--- config.mk ---
export PLATFORM = sky130hd
export DESIGN_NAME = health_tracker
export DESIGN_NICKNAME = d
export VERILOG_FILES = /design/src/rtl/health_tracker_pkg.sv /design/src/rtl/health_tracker_frame_countdown.sv /design/src/rtl/health_tracker.sv
export SDC_FILE = /design/constraint.sdc
export NUM_CORES = 1
export LEC_CHECK = 0
export ABC_AREA = 1
export CAP_MARGIN = 25
export CORE_MARGIN = 3
export CORE_UTILIZATION = 60
export DETAILED_ROUTE_END_ITERATION = 16
export PLACE_DENSITY = 0.95
export SKIP_LAST_GASP = 1
export SYNTH_ARGS = -nofsm -noshare
export SYNTH_HDL_FRONTEND = slang
export SYNTH_SLANG_ARGS = --single-unit
--- constraint.sdc ---
create_clock -name clk -period 4.8 [get_ports clk]
set_input_delay 1.2 -clock clk [delete_from_list [all_inputs] [get_ports clk]]
set_output_delay 1.2 -clock clk [all_outputs]
set_load 0.005 [all_outputs]
--- src/rtl/health_tracker_pkg.sv ---
// Shared types and widths for the player health tracker.
package health_tracker_pkg;

  localparam int HEALTH_W = 4;
  localparam int TIMER_W  = 8;

  typedef enum logic [1:0] {
    ST_ALIVE  = 2'd0,
    ST_INVULN = 2'd1,
    ST_DEAD   = 2'd2
  } state_t;

  // Adds in one extra bit so the sum never wraps, then clamps to max_h.
  function automatic logic [HEALTH_W-1:0] sat_add(
    input logic [HEALTH_W-1:0] base,
    input logic [HEALTH_W-1:0] amt,
    input logic [HEALTH_W-1:0] max_h
  );
    logic [HEALTH_W:0] sum;
    sum = {1'b0, base} + {1'b0, amt};
    if (sum > {1'b0, max_h}) begin
      return max_h;
    end
    return sum[HEALTH_W-1:0];
  endfunction

endpackage

--- src/rtl/health_tracker_frame_countdown.sv ---
// Loadable per-frame down-counter. expire pulses (combinationally) on the
// tick that takes the count from 1 to 0; load and clear take priority over
// a same-cycle tick, so a freshly loaded count is never shortened.
module frame_countdown
  import health_tracker_pkg::*;
#(
  parameter int WIDTH = TIMER_W
) (
  input  logic             clk,
  input  logic             nrst,
  input  logic             clear,
  input  logic             load,
  input  logic [WIDTH-1:0] load_value,
  input  logic             tick,
  output logic             expire
);

  logic [WIDTH-1:0] count_q;
  logic [WIDTH-1:0] count_d;

  // Next count: clear, then load, then decrement on tick (stops at zero).
  always_comb begin
    count_d = count_q;
    if (clear) begin
      count_d = '0;
    end else if (load) begin
      count_d = load_value;
    end else if (tick && (count_q != '0)) begin
      count_d = count_q - 1'b1;
    end
  end

  // Count register.
  always_ff @(posedge clk or negedge nrst) begin
    if (!nrst) begin
      count_q <= '0;
    end else begin
      count_q <= count_d;
    end
  end

  assign expire = tick && !clear && !load && (count_q == WIDTH'(1));

endmodule

--- src/rtl/health_tracker.sv ---
// Player health state: damage/heal/respawn handling, post-hit invulnerability
// window counted in frames, sprite blink enable and HUD re-render pulse.
//
// state      | meaning
// ST_ALIVE   | normal play, damage and heal both apply
// ST_INVULN  | post-hit window, damage ignored, blink running
// ST_DEAD    | health is zero, only respawn has an effect
module health_tracker
  import health_tracker_pkg::*;
#(
  parameter int MAX_HEALTH    = 10,
  parameter int INVULN_FRAMES = 60,
  parameter int BLINK_FRAMES  = 4
) (
  input  logic                clk,
  input  logic                nrst,
  input  logic                frame_tick,
  input  logic                damage,
  input  logic [HEALTH_W-1:0] damage_amt,
  input  logic                heal,
  input  logic [HEALTH_W-1:0] heal_amt,
  input  logic                respawn,
  output logic [HEALTH_W-1:0] health,
  output logic                dead,
  output logic                invuln,
  output logic                blink,
  output logic                health_changed
);

  localparam logic [HEALTH_W-1:0] MAX_H      = HEALTH_W'(MAX_HEALTH);
  localparam logic [TIMER_W-1:0]  TIMER_LOAD = TIMER_W'(INVULN_FRAMES);
  localparam logic [3:0]          BLINK_TC   = 4'(BLINK_FRAMES);

  state_t              state_q, state_d;
  logic [HEALTH_W-1:0] health_q, health_d;
  logic                blink_q, blink_d;
  logic [3:0]          blink_cnt_q, blink_cnt_d;
  logic                health_changed_q, health_changed_d;

  logic                timer_load;
  logic                timer_clear;
  logic                timer_expire;
  logic                dmg_valid;
  logic [HEALTH_W-1:0] health_less;
  logic [3:0]          blink_cnt_inc;

  frame_countdown #(.WIDTH(TIMER_W)) u_invuln_timer (
    .clk        (clk),
    .nrst       (nrst),
    .clear      (timer_clear),
    .load       (timer_load),
    .load_value (TIMER_LOAD),
    .tick       (frame_tick),
    .expire     (timer_expire)
  );

  // Event arbitration: respawn first, then per-state damage/heal/frame handling.
  always_comb begin
    state_d          = state_q;
    health_d         = health_q;
    blink_d          = blink_q;
    blink_cnt_d      = blink_cnt_q;
    timer_load       = 1'b0;
    timer_clear      = 1'b0;
    dmg_valid        = damage && (damage_amt != '0);
    health_less      = health_q - damage_amt;
    blink_cnt_inc    = blink_cnt_q + 4'd1;

    if (respawn) begin
      state_d     = ST_ALIVE;
      health_d    = MAX_H;
      blink_d     = 1'b0;
      blink_cnt_d = '0;
      timer_clear = 1'b1;
    end else begin
      unique case (state_q)
        ST_ALIVE: begin
          if (dmg_valid) begin
            if (damage_amt >= health_q) begin
              // Fatal hit discards any same-cycle heal.
              state_d  = ST_DEAD;
              health_d = '0;
            end else begin
              health_d    = heal ? sat_add(health_less, heal_amt, MAX_H) : health_less;
              state_d     = ST_INVULN;
              timer_load  = 1'b1;
              blink_d     = 1'b1;
              blink_cnt_d = '0;
            end
          end else if (heal) begin
            health_d = sat_add(health_q, heal_amt, MAX_H);
          end
        end
        ST_INVULN: begin
          if (heal) begin
            health_d = sat_add(health_q, heal_amt, MAX_H);
          end
          if (frame_tick) begin
            if (timer_expire) begin
              state_d     = ST_ALIVE;
              blink_d     = 1'b0;
              blink_cnt_d = '0;
            end else if (blink_cnt_inc == BLINK_TC) begin
              blink_d     = !blink_q;
              blink_cnt_d = '0;
            end else begin
              blink_cnt_d = blink_cnt_inc;
            end
          end
        end
        ST_DEAD: begin
        end
        default: begin
          state_d = ST_ALIVE;
        end
      endcase
    end

    health_changed_d = (health_d != health_q);
  end

  // State and output registers.
  always_ff @(posedge clk or negedge nrst) begin
    if (!nrst) begin
      state_q          <= ST_ALIVE;
      health_q         <= MAX_H;
      blink_q          <= 1'b0;
      blink_cnt_q      <= '0;
      health_changed_q <= 1'b0;
    end else begin
      state_q          <= state_d;
      health_q         <= health_d;
      blink_q          <= blink_d;
      blink_cnt_q      <= blink_cnt_d;
      health_changed_q <= health_changed_d;
    end
  end

  assign health         = health_q;
  assign dead           = (state_q == ST_DEAD);
  assign invuln         = (state_q == ST_INVULN);
  assign blink          = blink_q;
  assign health_changed = health_changed_q;

endmodule
* Word level (Yosys, flattened, before mapping)
Index checks and enable logic that the tools add are counted.
** Storage, ports and cells
- Flip-flop bits (word level) :: 20
- Input bits :: 14
- Output and inout port bits :: 8
- Word-level logic and storage cells :: 93
** Operators by class
- Add/sub/neg operators :: 5
- $lt $le $gt $ge :: 3
- Equal/unequal tests :: 11
- Mux-type cells :: 52
- Reduce and logical (&&, ||, !) cells :: 16
** Operator list (number)
- $mux W4 :: 17
- $mux W8 :: 3
- $mux W1 :: 23
- $pmux W4 S2 :: 2
- $add A4 B4 Y5 :: 2
- $gt A5 B4 Y1 const B :: 2
- $mux W2 :: 5
- $ne A3 B3 Y1 const B :: 3
- $eq A8 B1 Y1 const B :: 1
- $reduce_and A4 Y1 :: 2
- $reduce_bool A8 Y1 :: 1
- $sub A8 B1 Y8 const B :: 1
- $pmux W2 S3 :: 1
- $reduce_bool A3 Y1 :: 2
- $logic_and A1 B1 Y1 :: 5
- $reduce_and A5 Y1 :: 1
- $add A4 B1 Y4 const B :: 1
- $eq A4 B3 Y1 const B :: 1
- $ge A4 B4 Y1 :: 1
- $ne A4 B2 Y1 const B :: 1
- $ne A4 B4 Y1 :: 1
- $reduce_bool A4 Y1 :: 1
- $sub A4 B4 Y4 :: 1
- $logic_not A1 Y1 :: 3
- 6 further kinds :: 6

* Longest topological paths before layout
- Depth after elaboration :: 15
- Mapped depth :: 20
- Depth with buffers taken out :: 20

* By module
Synthesis repeated with hierarchy kept, for this count alone.
** Second synthesis, totals
- Cell total of the unflattened synthesis :: 312
- Area total of the unflattened synthesis :: 2077.0 um2
** Modules (own cells, without submodules)
- health_tracker :: instances 1, cells an instance 226, area an instance 1443.9 um2, seq. area each 302.8 um2
- frame_countdown :: instances 1, cells an instance 86, area an instance 633.1 um2, seq. area each 200.2 um2

* Worst setup path after synthesis
No wires, ideal clock.
- Kind :: input -> register
- Start :: input damage_amt[0]
- End :: register health_changed_q (netlist: health_changed)
- Library setup time :: 0.125 ns
- Arrival time :: 3.216 ns
- Data required time :: 4.675 ns
- Slack :: 1.458 ns
- Stages on the path :: 16
- Buffers on the path :: 0
- Cells stage by stage :: ha_1 inv_1 fa_1 inv_1 fa_1 or2_1 nand2_1 nand3_1 nand3_1 nand2_1 nand2_1 nand3_1 nand2_1 nand2_1 nand2_1 nand3_1
** Between the ends
- Longest elaborated chain between the ends :: 15
- Elaborated cells between the ends (all ways) :: 18
- Classes of those cells :: add/sub (2); order compare (2); eq/ne (1); mux (11); reduce/logical (2)
** Ends and longest elaborated chain
- start, declared :: line health_tracker.sv:19 : input logic [HEALTH_W-1:0] damage_amt,
- $sub A4 B4 Y4 :: line health_tracker.sv:66 : health_less = health_q - damage_amt;
- $add A4 B4 Y5 :: line health_tracker_pkg.sv:20 : sum = {1'b0, base} + {1'b0, amt};
- $gt A5 B4 Y1 :: line health_tracker_pkg.sv:21 : if (sum > {1'b0, max_h}) begin
- $mux W1 :: line health_tracker_pkg.sv:21
- $mux W1 :: line health_tracker.sv:79 : if (damage_amt >= health_q) begin
- $mux W1 :: line health_tracker.sv:78 : if (dmg_valid) begin
- $mux W1 :: line health_tracker.sv:76 : unique case (state_q)
- $mux W1 :: line health_tracker.sv:69 : if (respawn) begin
- $mux W4 :: line health_tracker_pkg.sv:24 : return sum[HEALTH_W-1:0];
- $mux W4 :: line health_tracker.sv:84 : health_d = heal ? sat_add(health_less, heal_amt, MAX_H) : health_less;
- $mux W4 :: line health_tracker.sv:79
- $mux W4 * :: line health_tracker.sv:78
- $pmux W4 S2 * :: line health_tracker.sv:76
- $mux W4 * :: line health_tracker.sv:69
- $ne A4 B4 Y1 * :: line health_tracker.sv:119 : health_changed_d = (health_d != health_q);
- via health_changed_d :: line health_tracker.sv:38 : logic health_changed_q, health_changed_d;
- end signal, assigned :: line health_tracker.sv:135 : health_changed_q <= health_changed_d;
- end, declared :: line health_tracker.sv:38
The timed path passes the listed nets; every way through them passes the cells marked *. The select of a mux whose other input is x is not followed.
A chain may end at the register's enable or synchronous reset.

* Final worst setup path
- Start :: input damage_amt[0]
- End :: register health_changed_q (netlist: health_changed)
** Between the ends
- Longest elaborated chain between the ends :: 15
- Elaborated cells between the ends (all ways) :: 18
- Classes of those cells :: add/sub (2); order compare (2); eq/ne (1); mux (11); reduce/logical (2)
** Ends and longest elaborated chain
- $sub A4 B4 Y4 :: line health_tracker.sv:66
- $add A4 B4 Y5 :: line health_tracker_pkg.sv:20
- $gt A5 B4 Y1 :: line health_tracker_pkg.sv:21
- $mux W1 :: line health_tracker_pkg.sv:21
- $mux W1 :: line health_tracker.sv:79
- $mux W1 :: line health_tracker.sv:78
- $mux W1 :: line health_tracker.sv:76
- $mux W1 :: line health_tracker.sv:69
- $mux W4 :: line health_tracker_pkg.sv:24
- $mux W4 :: line health_tracker.sv:84
- $mux W4 :: line health_tracker.sv:79
- $mux W4 * :: line health_tracker.sv:78
- $pmux W4 S2 * :: line health_tracker.sv:76
- $mux W4 * :: line health_tracker.sv:69
- via health_d[3] :: line health_tracker.sv:35 : logic [HEALTH_W-1:0] health_q, health_d;
- $ne A4 B4 Y1 * :: line health_tracker.sv:119
- via health_changed_d :: line health_tracker.sv:38
Marks and branches as above.

==> impl_metrics.env <==
export IMPL_synth_net_count=315
export IMPL_area_delta_synth_final_pct=16.2
export IMPL_cp_startpoint="damage_amt[0]"
export IMPL_yosysSeqAreaShare_pct=26.3
export IMPL_chipWidth_um=62.5
export IMPL_clk_latency_ps=310
export IMPL_cts_root_buffer="clkbuf_4"
export IMPL_routed_wl_um=4340
export IMPL_cts_path_max_buffers=2
export IMPL_dp_slack_ps=711
export IMPL_final_instance_count_excl_fill=348
export IMPL_path_clk_slew_ps=120
export IMPL_tritoncts="yes"
export IMPL_max_freq_mhz=265
export IMPL_ys_types=32
export IMPL_post_route_util_pct=76.7
export IMPL_holdBufCountCts=0
export IMPL_fin_crit_ps=3780
export IMPL_dieArea_um2=3900
export IMPL_arrival_ps=3980
export IMPL_drv_slew=0
export IMPL_layout_common_cells="nand2_1 (72), nand3_1 (37), inv_1 (36)"
export IMPL_period_share_pct=78.7
export IMPL_hold_class="flop to flop"
export IMPL_critPathCaptureType="flop"
export IMPL_setup_worst_path_class="input port to flop"
export IMPL_fillers=224
export IMPL_ctsHtreeMaxLevel=1
export IMPL_cap_viol_max_count=0
export IMPL_avgSynthCellArea_um2=6.78
export IMPL_r2r_setup_slack_ps=1790
export IMPL_clock_sinks=20
export IMPL_drive_above_1_share_pct=11.1
export IMPL_crit_fanout=4
export IMPL_grt_use_total_pct=23.2
export IMPL_rows=19
export IMPL_rsz0062_at_grt="no"
export IMPL_slowest_stage="clkdlybuf4s50_1"
export IMPL_netlist_area_um2=1910
export IMPL_ir_drop_mv=0.469
export IMPL_postCtsSetupRepairBufs=0
export IMPL_post_cts_resized=0
export IMPL_antenna_found_initial=0
export IMPL_dpl_hpwl_um=3420
export IMPL_grt_overflow=0
export IMPL_worstMarginPinSlew_ps=857
export IMPL_ys_ff_latch=20
export IMPL_initial_core_util_pct=66.0
export IMPL_drtPass1Iterations=4
export IMPL_drtIter0Drc=159
export IMPL_vias=1874
export IMPL_diodes=0
export IMPL_tns_ps=0
export IMPL_crit_chain="clkdlybuf4s50_1 > ha_1 > inv_1 > fa_1 > xor2_1 > ha_1 > a21oi_1 > nand2_1 > nand2_1 > nand3_1 > nand3_1 > nand2_1 > nand2_1 > nand2_2 > nand2_1 > nand2_1 > nor2_1 > nand3_1"
export IMPL_finalSetupViolCount=0
export IMPL_numCtsBuffers=3
export IMPL_fin_skew_ps=9.91
export IMPL_remaining_drc_errors=0
export IMPL_grt_max_degree=21
export IMPL_cpPeakStageDelay_ps=480
export IMPL_core_um2=2900
export IMPL_die_h_um=62.5
export IMPL_ios=22
export IMPL_relSlewSlack_pct=42.7
export IMPL_cp_data_required_time_ps=5000
export IMPL_grt_pass1_vias=1668
export IMPL_dpl_cell_count=344
export IMPL_finalNetCount=340
export IMPL_critPathLaunchType="input port"
export IMPL_wl_per_cell_um=12.5
export IMPL_final_common_cell="nand2_1"
export IMPL_vias_per_cell=5.39
export IMPL_reg2reg_from="health[0]$_DFF_PN0_"
export IMPL_power_density_nw_per_um2=629
export IMPL_gp_congestion=0.910
export IMPL_crit_top_cell="nand2_1"
export IMPL_power_leakage_nw=1.16
export IMPL_syn_inst=282
export IMPL_fin_ws_ps=1020
export IMPL_port_buffers=21
export IMPL_grt_first_pass_wirelength_um=7460
export IMPL_status="finished, final reports clean"
export IMPL_antenna_left=0
export IMPL_hold_viol=0
export IMPL_yosysWarnings=0
export IMPL_hp_start="blink$_DFFE_PN0P_"
==> per-stage QoR <==
| stage | hold WS [ps] | total power, mW | instance area [µm²] |
|---|---|---|---|
| after floorplan | 496 | 1.00 | 1910 |
| after global placement | 505 | 1.23 | 2170 |
| after detailed placement | 510 | 1.24 | 2170 |
| after CTS | 538 | 1.39 | 2220 |
| after global routing | 576 | 1.55 | 2220 |
| final | 539 | 1.40 | 2220 |
==> synth_stat cells <==
cell type,instances,area [µm²]
mux2_1,1,11.3
buf_2,1,5.00
o21ai_0,1,5.00
fa_1,3,60.1
nand3_2,2,20.0
a21oi_1,14,70.1
a32o_1,1,10.0
nand2_2,7,43.8
nand3_1,37,185
nor2_1,22,82.6
inv_1,36,135
o22ai_1,1,6.26
o2111a_1,1,11.3
or2_1,1,6.26
nand4_1,4,25.0
nand2_1,72,270
xor2_1,4,35.0
and3_1,1,6.26
nor3_1,2,10.0
o21a_1,1,7.51
nor2_4,2,22.5
nor2_2,2,12.5
nor4_2,1,12.5
o21ai_1,9,45.0
xnor2_1,4,35.0
dfrtp_1,18,450
nand2_4,1,11.3
dfstp_2,2,52.6
ha_1,16,200
or2_0,1,6.26
inv_2,13,48.8
mux2i_1,1,10.0
==> registers in the layout, summed over array words and instances, names as in the netlist <==
name                    count
blink                       1
blink_cnt_q                 4
health                      4
health_changed              1
state_q                     2
u_invuln_timer.count_q      8
==> layer usage <==
metal	vias to the layer above	part of all wire, %	global-route usage, %
li1	953	-	-
met1	849	44	31.2
met2	66	48	38.3
met3	6	6.9	4.32
met4	0	0.65	5.51
met5	-	0	0
==> where the power goes <==
| group | switching (mW) | internal, mW | leakage (nW) |
|---|---|---|---|
| Combinational | 0.561 | 0.385 | 0.878 |
| Clock | 0.0533 | 0.0844 | 0.0279 |
| Sequential | 0.0811 | 0.233 | 0.258 |
==> worst max-delay path, delay by kind of cell <==
kind / cells / cell delay, ps
and+or+nand+nor: 11 / 870
AOI/OAI and AO/OA: 1 / 270
adders and majority gates: 3 / 870
xor gates and xnor gates: 1 / 230
buffers and inverters: 2 / 550
==> path summary, 6_finish.rpt <==
| check | endpoint | cells after the start |
|---|---|---|
| hold reg to reg | blink$_DFFE_PN0P_ | 2 |
| hold / removal | blink$_DFFE_PN0P_ | 2 |
| min in group asynchronous | blink_cnt_q[0]$_DFFE_PN0P_ | 1 |
| max in group asynchronous | u_invuln_timer.count_q[5]$_DFFE_PN0P_ | 1 |
| setup reg to reg | health_changed$_DFF_PN0_ | 18 |
| setup / recovery | health_changed$_DFF_PN0_ | 18 |
==> logic make-up after synthesis <==
group | Yosys count | share of synthesized area, %
simple gates | 155 | 37.3
buf+inv | 50 | 9.88
compound gates | 28 | 8.11
flops | 20 | 26.3
fa+ha+maj | 19 | 13.6
xor+xnor | 8 | 3.66
mux | 2 | 1.11
==> cell type report <==
type / count / area (µm²) / area share [%]
Clock buffer: 3 / 22.5 / 1.01
Clock inverter: 1 / 30.0 / 1.35
Inverter: 49 / 184 / 8.27
Multi-Input combinational cell: 212 / 1220 / 54.9
Sequential cell: 20 / 503 / 22.6
Tap cell: 42 / 52.6 / 2.36
Timing Repair Buffer: 21 / 210 / 9.45
(Power assumes the default switching activity.)
